$ cat src/rtl/handshake_rr_arbiter.sv
`default_nettype none
// ============================================================================
//  Module      : handshake_rr_arbiter
//  Description : Round-robin arbiter that merges NUM_PORTS valid/ready
//                requester streams onto one registered output stream. A
//                packet whose first beat has s_last=0 keeps the grant on
//                its port until the s_last beat has been taken.
//  Revision    : 1.0 - initial release
// ============================================================================
module handshake_rr_arbiter #(
    parameter int NUM_PORTS = 4,
    parameter int DATA_BITS = 8
) (
    input  logic                                              clk,
    input  logic                                              rst,
    input  logic [NUM_PORTS-1:0]                              s_valid,
    output logic [NUM_PORTS-1:0]                              s_ready,
    input  logic [NUM_PORTS*DATA_BITS-1:0]                    s_data,
    input  logic [NUM_PORTS-1:0]                              s_last,
    output logic                                              m_valid,
    input  logic                                              m_ready,
    output logic [DATA_BITS-1:0]                              m_data,
    output logic                                              m_last,
    output logic [((NUM_PORTS > 1) ? $clog2(NUM_PORTS) : 1)-1:0] m_src
);

    // Width of a port index; at least one bit so a single-port build still
    // has a legal (constant zero) index.
    localparam int c_PTR_W = (NUM_PORTS > 1) ? $clog2(NUM_PORTS) : 1;
    // One extra bit so ptr + offset can be reduced modulo NUM_PORTS.
    localparam int c_SUM_W = c_PTR_W + 1;

    typedef enum logic [0:0] {
        ST_ARB    = 1'b0,
        ST_LOCKED = 1'b1
    } state_t;

    // ------------------------------------------------------------------
    // State
    // ------------------------------------------------------------------
    state_t               state_q,     state_d;
    logic [c_PTR_W-1:0]   ptr_q,       ptr_d;
    logic [c_PTR_W-1:0]   lock_port_q, lock_port_d;
    logic                 m_valid_q,   m_valid_d;
    logic [DATA_BITS-1:0] m_data_q,    m_data_d;
    logic                 m_last_q,    m_last_d;
    logic [c_PTR_W-1:0]   m_src_q,     m_src_d;

    // ------------------------------------------------------------------
    // Combinational helpers
    // ------------------------------------------------------------------
    logic                 w_can_accept;
    logic                 w_cand_found;
    logic [c_PTR_W-1:0]   w_cand_idx;
    logic                 w_sel_en;
    logic [c_PTR_W-1:0]   w_sel_port;
    logic                 w_sel_valid;
    logic [DATA_BITS-1:0] w_sel_data;
    logic                 w_sel_last;
    logic                 w_accept;

    // Circular successor of a port index.
    function automatic logic [c_PTR_W-1:0] next_idx(input logic [c_PTR_W-1:0] idx);
        if (idx == c_PTR_W'(NUM_PORTS - 1)) begin
            return '0;
        end
        return idx + c_PTR_W'(1);
    endfunction

    // The output register can take a beat when empty or being drained.
    assign w_can_accept = !m_valid_q || m_ready;

    // Round-robin candidate: first valid requester at or after ptr.
    always_comb begin
        logic [c_SUM_W-1:0] sum;
        w_cand_found = 1'b0;
        w_cand_idx   = '0;
        sum          = '0;
        for (int k = 0; k < NUM_PORTS; k++) begin
            sum = {1'b0, ptr_q} + c_SUM_W'(k);
            if (sum >= c_SUM_W'(NUM_PORTS)) begin
                sum = sum - c_SUM_W'(NUM_PORTS);
            end
            if (!w_cand_found && s_valid[sum[c_PTR_W-1:0]]) begin
                w_cand_found = 1'b1;
                w_cand_idx   = sum[c_PTR_W-1:0];
            end
        end
    end

    // Selected port: the lock holder while locked, else the RR candidate.
    always_comb begin
        w_sel_en   = 1'b0;
        w_sel_port = '0;
        if (state_q == ST_LOCKED) begin
            w_sel_en   = 1'b1;
            w_sel_port = lock_port_q;
        end else begin
            w_sel_en   = w_cand_found;
            w_sel_port = w_cand_idx;
        end
    end

    // One-hot ready toward the selected port and mux of its beat.
    always_comb begin
        s_ready     = '0;
        w_sel_valid = 1'b0;
        w_sel_data  = '0;
        w_sel_last  = 1'b0;
        for (int i = 0; i < NUM_PORTS; i++) begin
            if (w_sel_port == c_PTR_W'(i)) begin
                s_ready[i]  = !rst && w_sel_en && w_can_accept;
                w_sel_valid = s_valid[i];
                w_sel_data  = s_data[i*DATA_BITS +: DATA_BITS];
                w_sel_last  = s_last[i];
            end
        end
    end

    // A beat is taken only when the selected port is both valid and ready.
    assign w_accept = !rst && w_sel_en && w_can_accept && w_sel_valid;

    // Arbitration FSM: next state, round-robin pointer and lock owner.
    always_comb begin
        state_d     = state_q;
        ptr_d       = ptr_q;
        lock_port_d = lock_port_q;
        case (state_q)
            ST_ARB: begin
                if (w_accept) begin
                    if (w_sel_last) begin
                        ptr_d = next_idx(w_cand_idx);
                    end else begin
                        lock_port_d = w_cand_idx;
                        state_d     = ST_LOCKED;
                    end
                end
            end
            ST_LOCKED: begin
                // A stalled lock holder keeps the lock; only its last beat
                // releases the grant.
                if (w_accept && w_sel_last) begin
                    state_d = ST_ARB;
                    ptr_d   = next_idx(lock_port_q);
                end
            end
            default: begin
                state_d = ST_ARB;
            end
        endcase
    end

    // Output register: load on accept, otherwise empty once drained.
    always_comb begin
        m_valid_d = m_valid_q;
        m_data_d  = m_data_q;
        m_last_d  = m_last_q;
        m_src_d   = m_src_q;
        if (w_accept) begin
            m_valid_d = 1'b1;
            m_data_d  = w_sel_data;
            m_last_d  = w_sel_last;
            m_src_d   = w_sel_port;
        end else if (m_ready) begin
            m_valid_d = 1'b0;
        end
    end

    // State registers with synchronous reset; reset drops any buffered beat.
    always_ff @(posedge clk) begin
        if (rst) begin
            state_q     <= ST_ARB;
            ptr_q       <= '0;
            lock_port_q <= '0;
            m_valid_q   <= 1'b0;
            m_data_q    <= '0;
            m_last_q    <= 1'b0;
            m_src_q     <= '0;
        end else begin
            state_q     <= state_d;
            ptr_q       <= ptr_d;
            lock_port_q <= lock_port_d;
            m_valid_q   <= m_valid_d;
            m_data_q    <= m_data_d;
            m_last_q    <= m_last_d;
            m_src_q     <= m_src_d;
        end
    end

    assign m_valid = m_valid_q;
    assign m_data  = m_data_q;
    assign m_last  = m_last_q;
    assign m_src   = m_src_q;

endmodule
`default_nettype wire

$ cat config.mk
export PLATFORM = sky130hd
export DESIGN_NAME = handshake_rr_arbiter
export DESIGN_NICKNAME = d
export VERILOG_FILES = /design/src/rtl/handshake_rr_arbiter.sv
export SDC_FILE = /design/constraint.sdc
export NUM_CORES = 1
export LEC_CHECK = 0
export ABC_CLOCK_PERIOD_IN_PS = 2020
export CAP_MARGIN = 20
export CORE_MARGIN = 1.5
export CORE_UTILIZATION = 38
export CTS_CLUSTER_DIAMETER = 80
export DETAILED_ROUTE_END_ITERATION = 7
export PLACE_DENSITY = 0.75
export SLEW_MARGIN = 20
export SYNTH_ARGS = -nofsm -noshare
export SYNTH_HDL_FRONTEND = slang
export SYNTH_SLANG_ARGS = --single-unit
$ cat constraint.sdc
create_clock -name clk -period 2.02 [get_ports clk]
set_input_delay 0.404 -clock clk [delete_from_list [all_inputs] [get_ports clk]]
set_output_delay 0.404 -clock clk [all_outputs]
set_load 0.05 [all_outputs]
---- Yosys cells after proc, flatten, opt, wreduce, memory -nomap -nowiden ----
Index checks and enable logic that the tools add are counted.
cells by class
  add/subtract/negate cells ............... 9
  multiplexer cells ....................... 59
  order comparisons ....................... 8
  bitwise operators ....................... 2
  reduce and logical (&&, ||, !) cells .... 17
  equal/unequal tests ..................... 8
operators by type and width
  cell                 count
  $mux 1               33
  $mux 2               16
  $mux 8               4
  $lt 2x3->1 const B   4
  $ge 3x3->1 const B   3
  $bmux 1 s2           4
  $eq 2x2->1 const B   4
  $sub 2x1->2 const B  4
  $logic_and 1x1->1    7
  $add 2x2->3 const B  2
  $reduce_and 3->1     2
  $logic_not 1->1      5
  $add 2x1->2 const B  2
  $ne 2x2->1 const B   2
  $pmux 2 s2           1
  $add 2x1->3 const B  1
  $ge 2x3->1 const B   1
  $eq 2x1->1 const B   1
  $logic_not 2->1      1
  $ne 2x1->1 const B   1
  $not 1->1            2
  $pmux 1 s2           1
  $reduce_bool 2->1    1
  $logic_or 1x1->1     1
word-level totals
  bits in registers ....................... 17
  input bits .............................. 43
  word-level logic and storage cells ...... 110
  output and inout port bits .............. 16

---- Longest topological paths before layout ----
Gate-level depths: netlist (run 1).
  depth after elaboration ................. 27
  depth in mapped cells ................... 9
  gate-level depth less buffers ........... 7

---- Least setup slack after synthesis (run 1) ----
OpenSTA, ideal clock, no wires.
  path type ............................... in2out
  start ................................... in s_valid[1]
  end ..................................... out s_ready[0]
  buffers on the path ..................... 3
  path slack .............................. -1.358 ns
  arrival ................................. 2.974 ns
  stages on the path ...................... 7
  data required time ...................... 1.616 ns
  cell sequence ........................... buf_2 nor2b_2 a211o_1 o221a_1 buf_6 clkbuf_1 nor4_1
on the way
  word-level cells in the longest chain between the ends .. 16
  elaborated cells between the ends (all ways) .. 28
  those cells by class .................... mux: 19; reduce/logical: 9
RTL lines
  item                            line  RTL
  start: declaration              16    input logic [NUM_PORTS-1:0] s_valid,
  $bmux 1 s2                      84    if (!w_cand_found && s_valid[sum[c_PTR_W-1:0]]) begin
  $mux 1 (implied by the code)    84
  $mux 1                          84
  $logic_not 1->1                 84
  $logic_and 1x1->1               84
  $mux 1                          84
  $logic_not 1->1                 84
  $logic_and 1x1->1               84
  $mux 1                          84
  $logic_not 1->1                 84
  $logic_and 1x1->1               84
  $mux 1                          84
  $mux 1                          95    if (state_q == ST_LOCKED) begin
  $logic_and 1x1->1 (2 in a row)  112   s_ready[i] = !rst && w_sel_en && w_can_accept;
  $mux 1 (*)                      111   if (w_sel_port == c_PTR_W'(i)) begin
  end: declaration                17    output logic [NUM_PORTS-1:0] s_ready,
Every way passes the cells marked *; elsewhere a longest branch is shown, timed or not. The select of a mux whose other input is x is not followed.

==> results of run 1 <==
[registers in the layout, summed over array words and instances (netlist names), named ones only]
register,flops
m_valid,1
state_q,1
ptr_q,1
lock_port_q,2
m_src,2
m_data,8
m_last,1
[cell usage after synthesis (all sizes together), types with 3 or more instances]
cell    instances  area share
a211o           3       0.019
a21oi          15       0.062
and3            3       0.014
buf             8       0.044
dfxtp          17        0.25
inv             5       0.014
mux2           10       0.081
mux2i           9       0.068
nand2          33       0.090
nand2b          4       0.018
nor2            6       0.016
nor2b           4       0.024
nor4            4       0.023
o211ai         10       0.058
o21ai           6       0.022
[power breakdown]
group	leakage, nW	switching, mW	internal, mW
Clock	0.0177	0.114	0.0737
Sequential	0.141	0.0917	0.457
Combinational	0.840	1.29	1.15
[cell type report]
| type | count | area share |
|---|---|---|
| clock buffers | 3 | 0.009027 |
| clock inverters | 1 | 0.002006 |
| inverters | 5 | 0.007523 |
| multi-input cells | 135 | 0.4248 |
| flip-flops and latches | 17 | 0.1394 |
| well taps | 46 | 0.02307 |
| repair buffers | 109 | 0.3942 |
[metal layers]
metal / global-route usage / vias to the layer above / routed length [microns]
met1: 0.3220 / 743 / 2149
li1: - / 820 / -
met5: 0 / - / 0
met4: 0.07065 / 0 / 60
met2: 0.3724 / 56 / 2249
met3: 0.02679 / 6 / 221
[worst reg2reg max path, stage by stage, from the launching register on]
cell                      delay (ps)
sky130_fd_sc_hd__dfxtp_4         390
sky130_fd_sc_hd__a211o_1         280
sky130_fd_sc_hd__or4_4           440
sky130_fd_sc_hd__a21oi_4         200
sky130_fd_sc_hd__buf_4           170
sky130_fd_sc_hd__nor3b_2          60
sky130_fd_sc_hd__mux2_4          320
sky130_fd_sc_hd__and3_1          160
sky130_fd_sc_hd__a31o_1          170
[cells by family (layout without fill, tap and decap cells)]
family	count (synthesis)	in the layout	synth area share
compound gates	45	45	0.2534
xor+xnor	1	1	0.006336
fa+ha+maj	1	1	0.009048
buf+inv	15	118	0.06335
flops	17	17	0.2462
mux	20	21	0.1683
simple gates	67	67	0.2534
[repair_timing]
| action | CTS | global route |
|---|---|---|
| hold endpoints to repair | 0 | 0 |
| gates cloned | 2 | 0 |
| hold buffers | 0 | 0 |
| gates resized for setup | 27 | 3 |
| pin swaps | 2 | 3 |
| endpoints found under the setup margin | 21 | 21 |
| buffers inserted | 5 | 3 |
[metrics by stage]
step	cell area [sq um]	instances	hold slack [ps]	util	total power, mW
after detailed placement	2326	302	444.8	0.6810	2.788
after global routing	2495	316	468.8	0.7304	3.370
after global placement	2326	302	437.8	0.6810	2.766
final	2495	316	453.9	0.7304	3.178
after floorplan	1471	166	473.1	-	2.027
after CTS	2461	313	458.6	0.7205	3.129
[worst paths after layout]
path                   from         end  cells past startpoint
setup / recovery       flop  s_ready[0]                      8
hold / removal    m_data[2]   m_data[2]                      2
setup reg to reg       flop    ptr_q[1]                      8
hold reg to reg   m_data[2]   m_data[2]                      2
==> insert_results.sql, run 1 <==
INSERT INTO impl_metrics (metric_group, metric, value, unit) VALUES
('sta', 'postLayoutSetupSlackWorst', '-399.5', 'ps'),
('global_route', 'vias_in_the_first_global_route', '1552', ''),
('worst_setup_path', 'critical_path_peak_fanout', '7', ''),
('route', 'detailroute.via_count', '1625', ''),
('sta', 'final-setup-viol-count', '21', ''),
('placement', 'port-buffer-count', '58', ''),
('route', 'antenna_left', '0', ''),
('global_route', 'grt_start_max_net_pins', '18', ''),
('placement', 'gp_congestion', '0.9609', ''),
('synthesis', 'synth-seq-cells', '17', ''),
('power_and_ir_drop', 'leakage', '0.9986', 'nW'),
('finish', 'n_antenna_cell', '0', ''),
('floorplanning', 'floorplan.initialDensity', '0.4048', ''),
('worst_setup_path', 'timing.critical_path.arrival', '2020', 'ps'),
('sta', 'layout_worst_path_cycle_share', '1.198', ''),
('synthesis', 'async_flop_share', '0', ''),
('worst_setup_path', 'timing.setup.critical_path_class', 'flop to primary output', ''),
('route', 'drc', '0', ''),
('cts', 'clockRootBuffer', 'sky130_fd_sc_hd__clkbuf_4', ''),
('floorplanning', 'placement_rows', '21', ''),
('flow_run', 'cap_viol_max_count', '0', ''),
('finish', 'multi_input_area', '1060', 'sq um'),
('synthesis', 'postSynthAreaPerCell', '8.329', 'sq um'),
('worst_setup_path', 'crit_family', 'buffers and inverters', ''),
('sta', 'fmax', '0.4133', 'GHz'),
('synthesis', 'synth.yosys.seq_area_share', '0.2462', ''),
('finish', 'final_common_cell', 'sky130_fd_sc_hd__clkdlybuf4s50_1', ''),
('finish', 'flow.area_growth_from_synthesis', '80.45', '%'),
('sta', 'timing.final.max_slew_violations', '0', ''),
('worst_setup_path', 'timing.critical_path.cells', 'nor2b_2 -> nor4_1 -> buf_4 -> a211o_1 -> buf_6 -> buf_4 -> nor4_4 -> buf_6', ''),
('min_path', 'min_path_type', 'flop to flop', ''),
('route', 'routed_wire_length_per_instance', '14.81', 'microns'),
('worst_setup_path', 'worst_setup_path_start_kind', 'flop', ''),
('sta', 'finalHoldViolations', '0', ''),
('route', 'routed_wirelength', '4681', 'microns'),
('synthesis', 'synth_area', '1383', 'sq um'),
('global_route', 'grt.total_usage', '0.2311', ''),
('floorplanning', 'die_width', '63.32', 'microns'),
('run_status', 'run_status', 'finished with violations', ''),
('power_and_ir_drop', 'power.ir.vdd_worst', '0.8612', 'mV'),
('worst_setup_path', 'critPathMaxStageDelay', '390', 'ps'),
('finish', 'layout.cells.most_common_list', 'sky130_fd_sc_hd__clkdlybuf4s50_1, sky130_fd_sc_hd__buf_4, sky130_fd_sc_hd__nand2_1', ''),
('sta', 'clock-skew-final', '11.63', 'ps'),
('synthesis', 'synth.yosys.warnings', '0', ''),
('floorplanning', 'fp.coreArea', '3416', 'sq um'),
('worst_setup_path', 'r2r_setup_slack', '-260', 'ps'),
('sta', 'setup-tns-final', '-5052', 'ps'),
('finish', 'final_net_count', '315', ''),
('sta', 'rsz_0062_raised_after_global_routing', 'true', ''),
('route', 'initial_detailed_routing_violation_count', '78', ''),
('finish', 'share_of_final_layout_standard_cells_stronger_than_drive_strength_1', '0.3667', ''),
('cts', 'cts_inserted_buffers', '3', ''),
('global_route', 'grt_pass1_wl', '7403', 'microns'),
('worst_setup_path', 'cp.required', '1620', 'ps'),
('synthesis', 'syn_inst', '166', ''),
('floorplanning', 'die_h', '63.32', 'microns'),
('run_status', 'failed_checks', 'negative setup slack', ''),
('synthesis', 'synth_edf_count', '0', ''),
('sta', 'timing.max_slew.rel_slack', '0.6474', ''),
('finish', 'fillerInstances', '246', ''),
('cts', 'cts_max_level', '1', ''),
('worst_setup_path', 'critical_path.endpoint_type', 'primary output', ''),
('sta', 'final_worst_path_period_need', '2420', 'ps'),
('synthesis', 'mappedNetlistNets', '210', ''),
('placement', 'place_worst_setup_slack', '-827.3', 'ps'),
('route', 'drt_first_pass_iters', '4', ''),
('cts', 'clock_tree.buffer_depth', '2', ''),
('global_route', 'grt_antenna_before_repair', '0', ''),
('route', 'post_drt_via_cell_ratio', '5.142', ''),
('cts', 'cts_tree', 'yes', ''),
('synthesis', 'synth.distinct_cells', '48', '');
No activity file was read; power rests on OpenSTA's default activity.
==> run 2: changes to the inputs <==
--- a/config.mk
+++ b/config.mk
@@ -5,10 +5,11 @@
 export SDC_FILE = /design/constraint.sdc
 export NUM_CORES = 1
 export LEC_CHECK = 0
-export ABC_CLOCK_PERIOD_IN_PS = 2020
+export ABC_CLOCK_PERIOD_IN_PS = 2200
 export CAP_MARGIN = 20
 export CORE_MARGIN = 1.5
 export CORE_UTILIZATION = 38
+export CTS_BUF_LIST = sky130_fd_sc_hd__clkbuf_16
 export CTS_CLUSTER_DIAMETER = 80
 export DETAILED_ROUTE_END_ITERATION = 7
 export PLACE_DENSITY = 0.75
==> constraint.sdc (replaced) <==
create_clock -name clk -period 2.2 [get_ports clk]
set_input_delay 0.44 -clock clk [delete_from_list [all_inputs] [get_ports clk]]
set_output_delay 0.44 -clock clk [all_outputs]
set_load 0.05 [all_outputs]
==> run 2 against run 1 <==
  * The flow still finishes with violations (negative setup slack)
  * Clock power up 96%
  * Non-clock buffer count down 8
  * Sequential power shrank 6.0%
  * Design area up 4.8%
  * Critical path type unchanged
  * First-iteration DRC count is 2.6% higher
  * Sequential share of layout area down 0.73 points
  * Final cell count fell by 2.8%
  * Total power up 3.8%
  * Combinational power about the same
  * Register-to-register slack better by 100 ps
  * Highest routed layer unchanged
==> insert_results.sql, run 2 (synthesis gave the netlist of run 1 again) <==
INSERT INTO impl_metrics (metric_group, metric, value, unit) VALUES
('global_route', 'grt_antenna_before_repair', '0', ''),
('worst_setup_path', 'critical-path-top-cell-by-count', 'sky130_fd_sc_hd__buf_6', ''),
('cts', 'cts_tree', 'yes', ''),
('worst_setup_path', 'critical_path_peak_fanout', '4', ''),
('worst_setup_path', 'critical_path.endpoint_type', 'primary output', ''),
('floorplanning', 'placement_rows', '21', ''),
('sta', 'fmax', '0.4047', 'GHz'),
('route', 'drt_first_pass_iters', '4', ''),
('route', 'initial_detailed_routing_violation_count', '80', ''),
('sta', 'timing.final.max_slew_violations', '0', ''),
('sta', 'layout_worst_path_cycle_share', '1.123', ''),
('worst_setup_path', 'worst_setup_path_start_kind', 'flop', ''),
('finish', 'final_common_cell', 'sky130_fd_sc_hd__clkdlybuf4s50_1', ''),
('cts', 'worstSkewPairLatency', '250', 'ps'),
('floorplanning', 'design.die.area', '4009', 'sq um'),
('cts', 'number_of_sinks_on_the_clock_net', '17', ''),
('floorplanning', 'floorplan.initialDensity', '0.4048', ''),
('worst_setup_path', 'timing.critical_path.cells', 'buf_6 -> nor2b_4 -> nor4_4 -> a211o_2 -> buf_6 -> nor4_4 -> buf_6', ''),
('route', 'post_drt_via_cell_ratio', '5.577', ''),
('worst_setup_path', 'critPathSlowestCell', 'sky130_fd_sc_hd__a211o_2', ''),
('finish', 'n_antenna_cell', '0', ''),
('worst_setup_path', 'worstSetupPathDepth', '7', ''),
('global_route', 'grt.total_usage', '0.2333', ''),
('cts', 'cts_hold_repair.buffers', '0', ''),
('sta', 'final_worst_path_period_need', '2471', 'ps'),
('placement', 'gp_congestion', '0.9058', ''),
('worst_setup_path', 'timing.critical_path.arrival', '2030', 'ps'),
('floorplanning', 'die_width', '63.32', 'microns'),
('floorplanning', 'fp.coreArea', '3416', 'sq um'),
('worst_setup_path', 'r2r_setup_slack', '-160', 'ps'),
('route', 'routed_wire_length_per_instance', '16.24', 'microns'),
('power_and_ir_drop', 'power.density_cell_area', '1262', 'nW/um^2'),
('sta', 'final-setup-viol-count', '20', ''),
('run_status', 'failed_checks', 'negative setup slack', ''),
('cts', 'cts_inserted_buffers', '3', ''),
('finish', 'post_layout_nonfiller_instances', '307', ''),
('route', 'detailroute.via_count', '1712', ''),
('finish', 'largest_reg_flops', '8', ''),
('route', 'routed_wirelength', '4986', 'microns'),
('sta', 'rsz_0062_raised_after_global_routing', 'true', ''),
('placement', 'port-buffer-count', '58', ''),
('placement', 'dpl.hpwl', '3275', 'microns'),
('finish', 'share_of_final_layout_standard_cells_stronger_than_drive_strength_1', '0.3985', ''),
('cts', 'cts_max_level', '1', ''),
('placement', 'detailed_place.area', '2287', 'sq um'),
('sta', 'finalHoldViolations', '0', ''),
('global_route', 'grt_start_max_net_pins', '18', ''),
('worst_setup_path', 'timing.critical_path.buf_inv', '3', ''),
('power_and_ir_drop', 'leakage', '1.014', 'nW'),
('worst_setup_path', 'critPathMaxStageDelay', '380', 'ps'),
('sta', 'worstMarginPinSlew', '525.1', 'ps'),
('min_path', 'min_path_type', 'flop to flop', ''),
('global_route', 'grt.overflow.total', '0', ''),
('cts', 'clockRootBuffer', 'sky130_fd_sc_hd__clkbuf_16', ''),
('placement', 'number_of_placed_instances_taps_included', '294', ''),
('min_path', 'startpoint_of_the_worst_hold_path', 'm_data[0]', ''),
('floorplanning', 'io_pins', '59', ''),
('finish', 'flow.area_growth_from_synthesis', '89.05', '%'),
('worst_setup_path', 'reg2reg_depth', '9', ''),
('min_path', 'cells_on_worst_hold_path', '2', ''),
('sta', 'postLayoutSetupSlackWorst', '-270.8', 'ps'),
('global_route', 'grt_pass1_wl', '7521', 'microns'),
('run_status', 'run_status', 'finished with violations', ''),
('finish', 'layout.cells.most_common_list', 'sky130_fd_sc_hd__clkdlybuf4s50_1, sky130_fd_sc_hd__buf_4, sky130_fd_sc_hd__nand2_1', ''),
('route', 'drc', '0', ''),
('cts', 'clock_tree.buffer_depth', '2', ''),
('sta', 'timing.max_slew.rel_slack', '0.6489', ''),
('worst_setup_path', 'crit_family', 'simple AND/OR/NAND/NOR gates', ''),
('min_path', 'min_to', 'm_data[0]', ''),
('worst_setup_path', 'cp.required', '1760', 'ps'),
('flow_run', 'cap_viol_max_count', '0', ''),
('power_and_ir_drop', 'report.power.total', '3.298', 'mW'),
('finish', 'final_design_area_no_fill', '2614', 'sq um'),
('global_route', 'vias_in_the_first_global_route', '1595', ''),
('finish', 'fillerInstances', '243', ''),
('route', 'antenna_left', '0', ''),
('placement', 'place_worst_setup_slack', '-721.5', 'ps'),
('cts', 'path_clk_slew', '60', 'ps'),
('power_and_ir_drop', 'power.ir.vdd_worst', '0.7709', 'mV'),
('finish', 'final_net_count', '306', ''),
('floorplanning', 'die_h', '63.32', 'microns'),
('sta', 'clock-skew-final', '6.240', 'ps'),
('worst_setup_path', 'timing.setup.critical_path_class', 'flop to primary output', '');
run 2: cell types whose count changed in the layout (fill, tap and decap cells not counted), sizes merged:
cell / change
clkdlybuf4s15: -3
inv: +1
clkinv: -1
buf: -5
mux2: -1
run 2: layout make-up:
type | instances | area (sq um) | share of cell area
timing repair buffer | 101 | 965.9 | 0.3696
inverter | 5 | 18.77 | 0.007180
clock inverter | 1 | 3.754 | 0.001436
multi-input combinational | 134 | 1147 | 0.4390
tap | 46 | 57.56 | 0.02202
clock buffer | 3 | 75.07 | 0.02872
sequential | 17 | 345.3 | 0.1321
run 2: power by group:
part	switching [mW]	internal, mW
clock	0.127	0.242
sequential	0.0986	0.418
combinational	1.28	1.13
total	1.51	1.79
run 2: worst max path at each step:
stage | from | end | slack [ps]
2_1_floorplan | s_valid[2] | s_ready[0] | -160
3_3_place_gp | s_valid[1] | s_ready[3] | -650
6_report | flop | s_ready[0] | -270
4_1_cts | flop | s_ready[0] | -210
5_1_grt | flop | s_ready[0] | -310
3_5_place_dp | s_valid[1] | m_data[1] | -720
run 2: what timing repair did:
action                                 4_1_cts  5_1_grt
setup endpoints to repair                   21       21
endpoints found under the hold margin        0        0
resized for setup                           51       16
buffers inserted                             7        2
pin swaps                                   28       18
run 2: metrics by stage:
stage	hold slack (ps)	setup TNS (ps)	util
2_1_floorplan	485.5	-2573	-
3_3_place_gp	437.6	-12760	0.6696
3_5_place_dp	448.6	-13950	0.6696
4_1_cts	460.9	-1328	0.7454
5_1_grt	473.3	-3679	0.7652
6_report	458.9	-1997	0.7652
run 2: worst reg2reg max path, cell delays in order (launching register included):
cell                        delay (ps)
sky130_fd_sc_hd__dfxtp_4           360
sky130_fd_sc_hd__a211o_1           260
sky130_fd_sc_hd__or4_4             510
sky130_fd_sc_hd__a21oi_4           230
sky130_fd_sc_hd__buf_6             150
sky130_fd_sc_hd__nor4_4             40
sky130_fd_sc_hd__mux2i_2           300
sky130_fd_sc_hd__buf_4             180
sky130_fd_sc_hd__a2111oi_2          30
sky130_fd_sc_hd__o221a_1           200
run 2: layer usage:
| layer | vias up | wire [microns] | GRT usage |
|---|---|---|---|
| met4 | 0 | 125 | 0.06793 |
| met3 | 13 | 426 | 0.04464 |
| li1 | 801 | - | - |
| met5 | - | 0 | 0 |
| met1 | 803 | 1994 | 0.3046 |
| met2 | 95 | 2439 | 0.3895 |
==> run 3: changes to the inputs <==
--- a/config.mk
+++ b/config.mk
@@ -5,14 +5,15 @@
 export SDC_FILE = /design/constraint.sdc
 export NUM_CORES = 1
 export LEC_CHECK = 0
-export ABC_CLOCK_PERIOD_IN_PS = 2200
+export ABC_AREA = 1
+export ABC_CLOCK_PERIOD_IN_PS = 3000
 export CAP_MARGIN = 20
 export CORE_MARGIN = 1.5
-export CORE_UTILIZATION = 38
+export CORE_UTILIZATION = 45
 export CTS_BUF_LIST = sky130_fd_sc_hd__clkbuf_16
 export CTS_CLUSTER_DIAMETER = 80
 export DETAILED_ROUTE_END_ITERATION = 7
-export PLACE_DENSITY = 0.75
+export PLACE_DENSITY = 0.84
 export SLEW_MARGIN = 20
 export SYNTH_ARGS = -nofsm -noshare
 export SYNTH_HDL_FRONTEND = slang
==> constraint.sdc (replaced) <==
create_clock -name clk -period 3 [get_ports clk]
set_input_delay 0.6 -clock clk [delete_from_list [all_inputs] [get_ports clk]]
set_output_delay 0.6 -clock clk [all_outputs]
set_load 0.05 [all_outputs]
==> run 3 against run 2 <==
  * The flow now finishes without violations
  * Global-route usage rose by 1.5 points
  * Wire length fell by 7.9%
  * Combinational power fell by 26%
  * Clock skew fell by 5.3 ps
  * Total power fell by 27%
  * Via count rose by 3.3%
  * Non-clock buffer count fell by 22
  * Area after synthesis fell by 4.4%
  * Utilization rose by 2.8 points
  * Critical path depth rose by 7
  * Setup slack improved by 490 ps
  * Design area fell by 16%
  * Critical endpoint is now s_ready[3]
==> insert_results.sql, run 3 <==
INSERT INTO impl_metrics (metric_group, metric, value, unit) VALUES
('sta', 'hold_slack', '467.9', 'ps'),
('synthesis', 'async_flop_share', '0', ''),
('cts', 'cts_tree', 'yes', ''),
('sta', 'timing.final.max_slew_violations', '0', ''),
('min_path', 'min_to', 'm_src[1]', ''),
('synthesis', 'syn_inst', '216', ''),
('cts', 'cts_max_level', '1', ''),
('synthesis', 'mappedNetlistNets', '260', ''),
('floorplanning', 'fp.coreArea', '2781', 'sq um'),
('worst_setup_path', 'timing.setup.critical_path_class', 'flop to primary output', ''),
('route', 'detailroute.via_count', '1769', ''),
('power_and_ir_drop', 'leakage', '1.033', 'nW'),
('synthesis', 'synthDominantCellAreaShare', '0.2576', ''),
('finish', 'flow.area_growth_from_synthesis', '66.95', '%'),
('finish', 'fillerInstances', '200', ''),
('synthesis', 'synth-seq-cells', '17', ''),
('global_route', 'grt_start_max_net_pins', '16', ''),
('synthesis', 'most_used_dff_post_synth', 'sky130_fd_sc_hd__dfxtp_1', ''),
('sta', 'timing.max_slew.rel_slack', '0.6432', ''),
('cts', 'worstSkewPairLatency', '250', 'ps'),
('flow_run', 'cap_viol_max_count', '0', ''),
('cts', 'cts_inserted_buffers', '3', ''),
('floorplanning', 'die_h', '57.19', 'microns'),
('worst_setup_path', 'crit_family', 'simple AND/OR/NAND/NOR gates', ''),
('sta', 'final_worst_path_period_need', '2776', 'ps'),
('floorplanning', 'floorplan.initialDensity', '0.4750', ''),
('placement', 'gp_congestion', '0.9386', ''),
('route', 'drt_first_pass_iters', '5', ''),
('power_and_ir_drop', 'power.density_cell_area', '1092', 'nW/um^2'),
('worst_setup_path', 'timing.critical_path.arrival', '2180', 'ps'),
('min_path', 'cells_on_worst_hold_path', '2', ''),
('sta', 'final-setup-viol-count', '0', ''),
('finish', 'largest_reg_flops', '8', ''),
('finish', 'final_net_count', '334', ''),
('floorplanning', 'placement_rows', '19', ''),
('route', 'initial_detailed_routing_violation_count', '150', ''),
('placement', 'number_of_placed_instances_taps_included', '308', ''),
('worst_setup_path', 'timing.critical_path.buf_inv', '4', ''),
('sta', 'setup-tns-final', '0', 'ps'),
('floorplanning', 'io_pins', '59', ''),
('route', 'drc', '0', ''),
('cts', 'clockRootBuffer', 'sky130_fd_sc_hd__clkbuf_16', ''),
('finish', 'layout.cells.most_common_list', 'sky130_fd_sc_hd__nand2_1, sky130_fd_sc_hd__clkdlybuf4s50_1, sky130_fd_sc_hd__nand3_1', ''),
('finish', 'share_of_final_layout_standard_cells_stronger_than_drive_strength_1', '0.2007', ''),
('global_route', 'grt_antenna_before_repair', '0', ''),
('global_route', 'grt_pass1_wl', '6403', 'microns'),
('finish', 'post_layout_nonfiller_instances', '320', ''),
('placement', 'port-buffer-count', '58', ''),
('worst_setup_path', 'timing.critical_path.cells', 'inv_2 -> nand2_1 -> nand2_2 -> nand2_2 -> nand2_2 -> buf_4 -> nand3_1 -> nand3_2 -> nand3_4 -> nand2_4 -> nor2_4 -> inv_2 -> nor2_4 -> buf_12', ''),
('synthesis', 'top_area_cells_in_the_synthesized_netlist', 'sky130_fd_sc_hd__dfxtp_1, sky130_fd_sc_hd__nand2_1, sky130_fd_sc_hd__nand3_1, sky130_fd_sc_hd__a21oi_1, sky130_fd_sc_hd__inv_1', ''),
('worst_setup_path', 'critical_path.endpoint_type', 'primary output', ''),
('worst_setup_path', 'cp.required', '2400', 'ps'),
('placement', 'dpl.hpwl', '3020', 'microns'),
('worst_setup_path', 'critPathSlowestCell', 'sky130_fd_sc_hd__dfxtp_2', ''),
('route', 'routed_wirelength', '4590', 'microns'),
('worst_setup_path', 'reg2reg_depth', '20', ''),
('synthesis', 'synth_commonest_cells', 'sky130_fd_sc_hd__nand2_1, sky130_fd_sc_hd__nand3_1, sky130_fd_sc_hd__a21oi_1', ''),
('sta', 'finalHoldViolations', '0', ''),
('synthesis', 'yosys.cell_count.top_type', 'sky130_fd_sc_hd__nand2_1', ''),
('worst_setup_path', 'critical-path-top-cell-by-count', 'sky130_fd_sc_hd__nand2_2', ''),
('floorplanning', 'die_width', '57.19', 'microns'),
('min_path', 'startpoint_of_the_worst_hold_path', 'm_src[1]', ''),
('route', 'antenna_left', '0', ''),
('route', 'post_drt_via_cell_ratio', '5.528', ''),
('worst_setup_path', 'rr_endpoint', 'lock_port_q[1]', ''),
('power_and_ir_drop', 'power.ir.vdd_worst', '0.8724', 'mV'),
('sta', 'worstMarginPinSlew', '533.5', 'ps'),
('power_and_ir_drop', 'report.power.total', '2.409', 'mW'),
('synthesis', 'synth.yosys.seq_area_share', '0.2576', ''),
('min_path', 'min_path_type', 'flop to flop', ''),
('global_route', 'vias_in_the_first_global_route', '1499', ''),
('worst_setup_path', 'r2r_setup_slack', '340', 'ps'),
('synthesis', 'synth_edf_count', '0', ''),
('worst_setup_path', 'critPathMaxStageDelay', '440', 'ps'),
('sta', 'clock-skew-final', '0.9035', 'ps'),
('finish', 'final_common_cell', 'sky130_fd_sc_hd__nand2_1', ''),
('synthesis', 'postSynthAreaPerCell', '6.117', 'sq um'),
('sta', 'layout_worst_path_cycle_share', '0.9254', ''),
('cts', 'number_of_sinks_on_the_clock_net', '17', ''),
('run_status', 'run_status', 'finished, final reports clean', ''),
('route', 'routed_wire_length_per_instance', '14.34', 'microns'),
('synthesis', 'synth.distinct_cells', '24', ''),
('synthesis', 'synth_area', '1321', 'sq um'),
('cts', 'clock_tree.buffer_depth', '2', ''),
('synthesis', 'synth.yosys.warnings', '0', ''),
('global_route', 'grt.overflow.total', '0', ''),
('finish', 'n_antenna_cell', '0', ''),
('synthesis', 'synth_largest_area_cell', 'sky130_fd_sc_hd__dfxtp_1', ''),
('global_route', 'grt.total_usage', '0.2484', ''),
('sta', 'fmax', '0.3602', 'GHz'),
('worst_setup_path', 'critical_path_peak_fanout', '12', ''),
('worst_setup_path', 'worst_setup_path_start_kind', 'flop', ''),
('floorplanning', 'design.die.area', '3270', 'sq um'),
('sta', 'rsz_0062_raised_after_global_routing', 'false', ''),
('cts', 'path_clk_slew', '50', 'ps');
[run 3: cell count changes in the layout (fill, tap and decap cells not counted), moves of 12 or more]
cell / change
sky130_fd_sc_hd__a21oi_1: +16
sky130_fd_sc_hd__buf_4: -12
sky130_fd_sc_hd__buf_6: -12
sky130_fd_sc_hd__inv_1: +13
sky130_fd_sc_hd__nand2_1: +25
sky130_fd_sc_hd__nand3_1: +37
[run 3: what timing repair did]
action	CTS	global route
hold buffers	0	0
gates resized for setup	4	13
setup buffers	0	8
setup endpoints to repair	3	9
pin swaps	0	12
[run 3: where the power goes]
part | internal, mW | switching (mW) | leakage (nW)
clock | 0.177 | 0.0875 | 0.0423
combinational | 0.721 | 1.06 | 0.851
sequential | 0.299 | 0.0598 | 0.140
[run 3: through the flow]
step | worst slack (ps) | area (sq um) | utilization
after floorplan | 28.10 | 1326 | -
after global placement | 27.64 | 2023 | 0.7274
after detailed placement | -17.56 | 2023 | 0.7274
after CTS | 1.507 | 2112 | 0.7593
after global routing | 88.58 | 2206 | 0.7931
final | 223.7 | 2206 | 0.7931
[run 3: logic make-up after synthesis]
kind of cell	count (synthesis)	synth area share
compound gates	40	0.1581
fa+ha+maj	1	0.009468
buf+inv	33	0.1203
flops	17	0.2576
simple gates	125	0.4545
[run 3: worst max path at each step]
stage                    start          to  depth (start not counted)
finish                    flop  s_ready[3]                         14
global route              flop  s_ready[3]                         14
CTS                 s_valid[3]  s_ready[1]                         12
detailed placement  s_valid[3]  s_ready[3]                         15
global placement    s_valid[3]  s_ready[0]                         12
floorplan           s_valid[0]  s_ready[2]                         10
[run 3: cell type report]
class | instances | area, sq um | area share
Multi-Input combinational cell | 166 | 859.6 | 0.3897
Timing Repair Buffer | 79 | 800.8 | 0.3630
Sequential cell | 17 | 341.6 | 0.1548
Inverter | 23 | 86.33 | 0.03914
Clock buffer | 3 | 75.07 | 0.03403
Tap cell | 31 | 38.79 | 0.01758
Clock inverter | 1 | 3.754 | 0.001702
[run 3: metal layers]
layer | track usage | wire length, microns
met1 | 0.2863 | 1778
met2 | 0.4433 | 2237
met3 | 0.07256 | 412
met4 | 0.07309 | 161
met5 | 0 | 0
[run 3: worst min-delay path, stage by stage (launching register included)]
cell                      delay (ps)
sky130_fd_sc_hd__dfxtp_1         300
sky130_fd_sc_hd__nand2_1          60
sky130_fd_sc_hd__a21oi_1          50
